`config.mk`:
```
export PLATFORM = sky130hd
export DESIGN_NAME = ysyx_23060136_exu_div
export DESIGN_NICKNAME = d
export VERILOG_FILES = /design/src/rtl/ysyx_23060136_exu_div.sv
export SDC_FILE = /design/constraint.sdc
export NUM_CORES = 2
export LEC_CHECK = 0
export BUFFER_PORTS_ARGS = -buffer_cell sky130_fd_sc_hd__buf_2
export CAP_MARGIN = 25
export CORE_UTILIZATION = 50
export CTS_CLUSTER_SIZE = 25
export DETAILED_ROUTE_END_ITERATION = 12
export PLACE_DENSITY = 0.75
export SLEW_MARGIN = 10
export SYNTH_ARGS = -nofsm -noshare
export SYNTH_HDL_FRONTEND = slang
export SYNTH_SLANG_ARGS = --single-unit
```
`constraint.sdc`:
```
create_clock -name clk -period 27.3 [get_ports clk]
set_input_delay 6.825 -clock clk [delete_from_list [all_inputs] [get_ports clk]]
set_output_delay 6.825 -clock clk [all_outputs]
set_load 0.05 [all_outputs]
```
`src/rtl/ysyx_23060136_exu_div.sv`:
```
// Iterative radix-2 restoring divider for RV64M DIV/REM and their W forms.
// Optional: YSYX_23060136_DIV_FAST_SPECIAL_EN lets divide-by-zero and signed overflow skip CALC.
module ysyx_23060136_exu_div #(
  parameter int unsigned BITS_W = 64
) (
  input  logic              clk,
  input  logic              rst,
  input  logic              flush,
  input  logic              div_valid,
  input  logic              divw,
  input  logic              div_signed,
  input  logic [BITS_W-1:0] dividend,
  input  logic [BITS_W-1:0] divisor,
  output logic              div_ready,
  output logic              div_out_valid,
  output logic [BITS_W-1:0] quotient,
  output logic [BITS_W-1:0] remainder
);

  localparam int unsigned HalfW = BITS_W / 2;
  localparam int unsigned CntW  = $clog2(BITS_W + 1);

  typedef enum logic [1:0] {StIdle, StCalc, StDone} state_e;

  state_e            state_q, state_d;
  logic [CntW-1:0]   cnt_q, cnt_d;
  logic [BITS_W-1:0] rem_q, rem_d;
  logic [BITS_W-1:0] dvd_q, dvd_d;
  logic [BITS_W-1:0] dsr_q, dsr_d;
  logic [BITS_W-1:0] dvd_ext_q, dvd_ext_d;
  logic              q_neg_q, q_neg_d, r_neg_q, r_neg_d;
  logic              w_q, w_d, dz_q, dz_d, ovf_q, ovf_d;
  logic [BITS_W-1:0] quotient_q, quotient_d;
  logic [BITS_W-1:0] remainder_q, remainder_d;

  function automatic logic [BITS_W-1:0] wsext(input logic w, input logic [BITS_W-1:0] v);
    return w ? {{HalfW{v[HalfW-1]}}, v[HalfW-1:0]} : v;
  endfunction

  // Operand conditioning for the incoming request
  logic [BITS_W-1:0] a_ext, b_ext, a_mag, b_mag, dvd_init;
  logic              a_neg, b_neg, b_zero, ovf, accept;

  always_comb begin
    if (divw) begin
      a_ext = {{HalfW{div_signed & dividend[HalfW-1]}}, dividend[HalfW-1:0]};
      b_ext = {{HalfW{div_signed & divisor[HalfW-1]}}, divisor[HalfW-1:0]};
    end else begin
      a_ext = dividend;
      b_ext = divisor;
    end
    a_neg  = div_signed & a_ext[BITS_W-1];
    b_neg  = div_signed & b_ext[BITS_W-1];
    a_mag  = a_neg ? -a_ext : a_ext;
    b_mag  = b_neg ? -b_ext : b_ext;
    b_zero = (b_ext == '0);
    if (divw) begin
      ovf = div_signed & (b_ext == {BITS_W{1'b1}}) &
            (a_ext == {{(HalfW + 1){1'b1}}, {(HalfW - 1){1'b0}}});
    end else begin
      ovf = div_signed & (b_ext == {BITS_W{1'b1}}) & (a_ext == {1'b1, {(BITS_W - 1){1'b0}}});
    end
    // W magnitudes sit in the upper half so 32 shifts bring them through
    dvd_init = divw ? {a_mag[HalfW-1:0], {HalfW{1'b0}}} : a_mag;
    accept   = div_valid & div_ready & ~flush;
  end

  // One restoring step; the trial remainder needs one extra bit for large divisors
  logic [BITS_W:0]   shifted, diff;
  logic              step_ok;
  logic [BITS_W-1:0] rem_step, dvd_step;

  always_comb begin
    shifted  = {rem_q, dvd_q[BITS_W-1]};
    diff     = shifted - {1'b0, dsr_q};
    step_ok  = ~diff[BITS_W];
    rem_step = step_ok ? diff[BITS_W-1:0] : shifted[BITS_W-1:0];
    dvd_step = {dvd_q[BITS_W-2:0], step_ok};
  end

  logic [BITS_W-1:0] q_raw, q_fix, r_fix, res_q, res_r;

  always_comb begin
    q_raw = w_q ? {{HalfW{1'b0}}, dvd_step[HalfW-1:0]} : dvd_step;
    q_fix = q_neg_q ? -q_raw : q_raw;
    r_fix = r_neg_q ? -rem_step : rem_step;
    if (dz_q) begin
      q_fix = {BITS_W{1'b1}};
      r_fix = dvd_ext_q;
    end else if (ovf_q) begin
      q_fix = dvd_ext_q;
      r_fix = '0;
    end
    res_q = wsext(w_q, q_fix);
    res_r = wsext(w_q, r_fix);
  end

  always_comb begin
    state_d     = state_q;
    cnt_d       = cnt_q;
    rem_d       = rem_q;
    dvd_d       = dvd_q;
    dsr_d       = dsr_q;
    dvd_ext_d   = dvd_ext_q;
    q_neg_d     = q_neg_q;
    r_neg_d     = r_neg_q;
    w_d         = w_q;
    dz_d        = dz_q;
    ovf_d       = ovf_q;
    quotient_d  = quotient_q;
    remainder_d = remainder_q;
    unique case (state_q)
      StIdle: begin
        if (accept) begin
          state_d   = StCalc;
          cnt_d     = divw ? CntW'(HalfW) : CntW'(BITS_W);
          rem_d     = '0;
          dvd_d     = dvd_init;
          dsr_d     = b_mag;
          dvd_ext_d = a_ext;
          q_neg_d   = a_neg ^ b_neg;
          r_neg_d   = a_neg;
          w_d       = divw;
          dz_d      = b_zero;
          ovf_d     = ovf;
`ifdef YSYX_23060136_DIV_FAST_SPECIAL_EN
          if (b_zero | ovf) begin
            state_d     = StDone;
            quotient_d  = wsext(divw, b_zero ? {BITS_W{1'b1}} : a_ext);
            remainder_d = wsext(divw, b_zero ? a_ext : '0);
          end
`endif
        end
      end
      StCalc: begin
        rem_d = rem_step;
        dvd_d = dvd_step;
        cnt_d = cnt_q - CntW'(1);
        if (cnt_q == CntW'(1)) begin
          state_d     = StDone;
          quotient_d  = res_q;
          remainder_d = res_r;
        end
      end
      StDone:  state_d = StIdle;
      default: state_d = StIdle;
    endcase
    if (flush) begin
      state_d     = StIdle;
      quotient_d  = quotient_q;
      remainder_d = remainder_q;
    end
  end

  always_ff @(posedge clk or posedge rst) begin
    if (rst) begin
      state_q     <= StIdle;
      cnt_q       <= '0;
      rem_q       <= '0;
      dvd_q       <= '0;
      dsr_q       <= '0;
      dvd_ext_q   <= '0;
      q_neg_q     <= 1'b0;
      r_neg_q     <= 1'b0;
      w_q         <= 1'b0;
      dz_q        <= 1'b0;
      ovf_q       <= 1'b0;
      quotient_q  <= '0;
      remainder_q <= '0;
    end else begin
      state_q     <= state_d;
      cnt_q       <= cnt_d;
      rem_q       <= rem_d;
      dvd_q       <= dvd_d;
      dsr_q       <= dsr_d;
      dvd_ext_q   <= dvd_ext_d;
      q_neg_q     <= q_neg_d;
      r_neg_q     <= r_neg_d;
      w_q         <= w_d;
      dz_q        <= dz_d;
      ovf_q       <= ovf_d;
      quotient_q  <= quotient_d;
      remainder_q <= remainder_d;
    end
  end

  assign div_ready     = (state_q == StIdle);
  assign div_out_valid = (state_q == StDone) & ~flush;
  assign quotient      = quotient_q;
  assign remainder     = remainder_q;

endmodule

```
==> out/metrics.yaml <==
worst_setup_path:
  r2r_cells: 27
  setup.worst_path.start_class: "input pin"
  crit_start: "flush"
  r2r-start: "dvd_q[63]"
  worst_ep_required_time_ns: 20.48
  crit_fanout: 4
  crit_chain: "buf_2 -> nor3b_1 -> buf_2"
  crit_path_max_incr_delay_ns: 0.28
  worst-path-stages: 3
  cpMaxStageDelayCell: "buf_2"
  worst_path_most_repeated_cell: "buf_2"
  worstSetupPathType: "in -> out"
  arrival_ns: 7.39
  path_delay_family: "buffers and inverters"
  endpoint_kind: "output pin"
  critPathBufInv: 2
sta:
  fmaxAchievable_mhz: 70.3
  worst_slack_ns: 13.08
  skew_ns: 0.0476
  slew_headroom: 0.218
  finalMaxSlewViolations: 0
  rsz0062_at_grt: "false"
  tns_ns: 0
  tightest_slew_ns: 1.17
  period_share: 0.521
  finalCriticalPeriod_ns: 14.22
  hold_viol: 0
  setup-violations-final: 0
placed_design:
  pre_cts_ws_ns: 13.08
  io_buffers: 263
  gp_congestion: 1.04
  placed_area_um2: 31500
  placed_cells: 4691
  dpl.hpwl_um: 90100
layout:
  syn2layout_area_growth_pct: 11.4
  final_common_cell: "nand2_1"
  design_area_um2: 33300
  fin_nets: 4175
  stdcell_count: 4781
  final_cell_mix: "nand2_1, o21ai_0, nor2_1, dfrtp_1, a21oi_1"
  drive_above_1_share: 0.116
  fillers: 5606
synthesis:
  synth_top_area_frac: 0.334
  synth_edf_count: 0
  ys_types: 98
  yosysSeqAreaShare: 0.334
  synth_area_leaders: "dfrtp_1, o21ai_0, nand2_1"
  synth_area_um2: 29900
  ys_ff_latch: 398
  yosysTopAreaCell: "dfrtp_1"
  synth_nets: 4085
  async_reset_ff_frac: 1.00
  avgSynthCellArea_um2: 7.70
  synthCells: 3879
  synth_top_flop_cell: "dfrtp_1"
  ys.warnings.count: 0
global_route:
  grt_usage: 0.388
  grt_pass1_vias: 27600
  overflow: 0
  antenna_found_initial: 9
  grt_pass1_wl_um: 177000
  grt_max_degree: 233
detailed_routing:
  finalWirelength_um: 120000
  ant_nets: 0
  wire_per_inst_um: 25.0
  drt_iter0_drc: 5172
  first_pass_iters: 8
  vias: 31500
  drc: 0
  vias_per_cell: 6.59
clocking:
  cts_htree_levels: 2
  cts_setup_buffers: 0
  cts_resized: 0
  clkSinkCount: 398
  cts_buffers: 46
  clock_path_buffers: 3
  path_clk_slew_ns: 0.06
  root_buffer: "clkbuf_16"
  ctsHoldBuffers: 0
  tritoncts: "yes"
  insertion_delay_ns: 0.63
power_and_ir_drop:
  clockPowerShare: 0.155
  p_int_w: 0.00207
  p_seq_frac: 0.240
  switching_power_w: 0.00250
  power_density_nw_per_um2: 137
  vdd_drop_max_uv: 123
  swShare: 0.547
  leakagePower_nw: 14.3
  p_comb_frac: 0.606
min_path:
  hold_path_depth: 1
  hp-start: "cnt_q[4]"
  worstHoldPathType: "reg -> reg"
flow_run:
  maxCapViolCount: 0
floorplanning:
  start_util: 0.506
  ios: 264
  die_x_um: 246
  fp.coreArea_um2: 59000
  die-area_um2: 60700
  rows: 89
  die_h_um: 246
run_status:
  status: "finished clean"
-- layer usage --
layer	wire length, um	GRT usage	vias to the layer above
li1	-	-	14200
met1	50100	0.571	14900
met2	46800	0.515	2109
met3	17900	0.142	283
met4	4740	0.128	14
met5	103	0	-
-- cells by family (layout without fill, tap and decap cells) --
family / Yosys count / after routing / synth area share
simple gates: 1430 / 1430 / 0.222
compound gates: 1246 / 1246 / 0.255
flops: 398 / 398 / 0.334
buf+inv: 370 / 497 / 0.0486
xor+xnor: 283 / 283 / 0.0830
mux: 80 / 80 / 0.0272
fa+ha+maj: 72 / 72 / 0.0304
other cells: 0 / 2 / 0
-- path summary, 6_finish.rpt --
kind | slack (ns) | to
setup / recovery | 13.08 | div_out_valid
hold / removal | 0.47 | cnt_q[4]
setup reg to reg | 18.69 | remainder[60]
hold reg to reg | 0.47 | cnt_q[4]
max in group asynchronous | 18.80 | remainder[3]
min in group asynchronous | 6.31 | quotient[24]
-- Yosys cell counts (35+ instances only) --
master / n
nor4_1: 60
dfrtp_1: 398
mux2i_1: 70
xnor2_1: 120
nand3_1: 128
nor2_1: 405
or3_1: 46
ha_1: 71
a221oi_1: 48
nand2_1: 478
o31ai_1: 49
a21o_1: 39
o21ai_0: 430
nor3_1: 102
xor2_1: 163
inv_1: 103
a31oi_1: 35
a21oi_1: 346
nand4_1: 48
clkbuf_1: 206
-- flip-flops by register name, indices dropped and copies added (netlist names), 2 cells and up --
name and cells:
rem_q 64, state_q 2, dvd_ext_q 64, remainder 64, quotient 64, cnt_q 7, dvd_q 64, dsr_q 64
-- metrics by stage --
step	hold slack (ns)	util	power, W
5_1_grt	0.494	0.564	0.00479
6_report	0.471	0.564	0.00457
3_3_place_gp	0.454	0.533	0.00371
2_1_floorplan	0.442	-	0.00287
4_1_cts	0.474	0.563	0.00445
3_5_place_dp	0.462	0.534	0.00374
-- layout make-up --
cell class	count	area, um2	share of cell area
Antenna cell	2	5.00	0.000150
Timing Repair Buffer	306	1690	0.0507
Clock buffer	56	1260	0.0378
Inverter	106	408	0.0123
Clock inverter	29	465	0.0140
Multi-Input combinational cell	3111	18500	0.556
Sequential cell	398	9970	0.300
Tap cell	773	967	0.0291
-- power by group through the flow --
stage	combinational (W)	clock (W)	sequential, W
floorplan	0.00164	0	0.00122
global placement	0.00263	0	0.00107
detailed placement	0.00265	0	0.00108
CTS	0.00267	0.000708	0.00107
global route	0.00295	0.000731	0.00110
finish	0.00277	0.000707	0.00110
-- worst reg2reg max path: stages (launching register included) --
cell and delay [ns]:
dfrtp_1 0.54, inv_1 0.08, ha_1 0.23, fa_1 0.40, nand2b_1 0.20, a21oi_2 0.36, o21ai_2 0.19, a211oi_2 0.43
nand4_1 0.38, a21bo_2 0.34, a21oi_2 0.73, nor2_4 0.08, inv_2 0.11, buf_4 0.44, nor2_1 0.09, a21oi_1 0.24
ha_1 0.32, and2_1 0.16, nand4b_1 0.32, or3_1 0.54, nor4_1 0.24, a41oi_1 0.22, nor4_2 0.69, nand3_1 0.26
o21ai_1 0.20, xor2_1 0.09, a222oi_1 0.49, a211oi_1 0.09
Power figures use the tool's default switching activity.
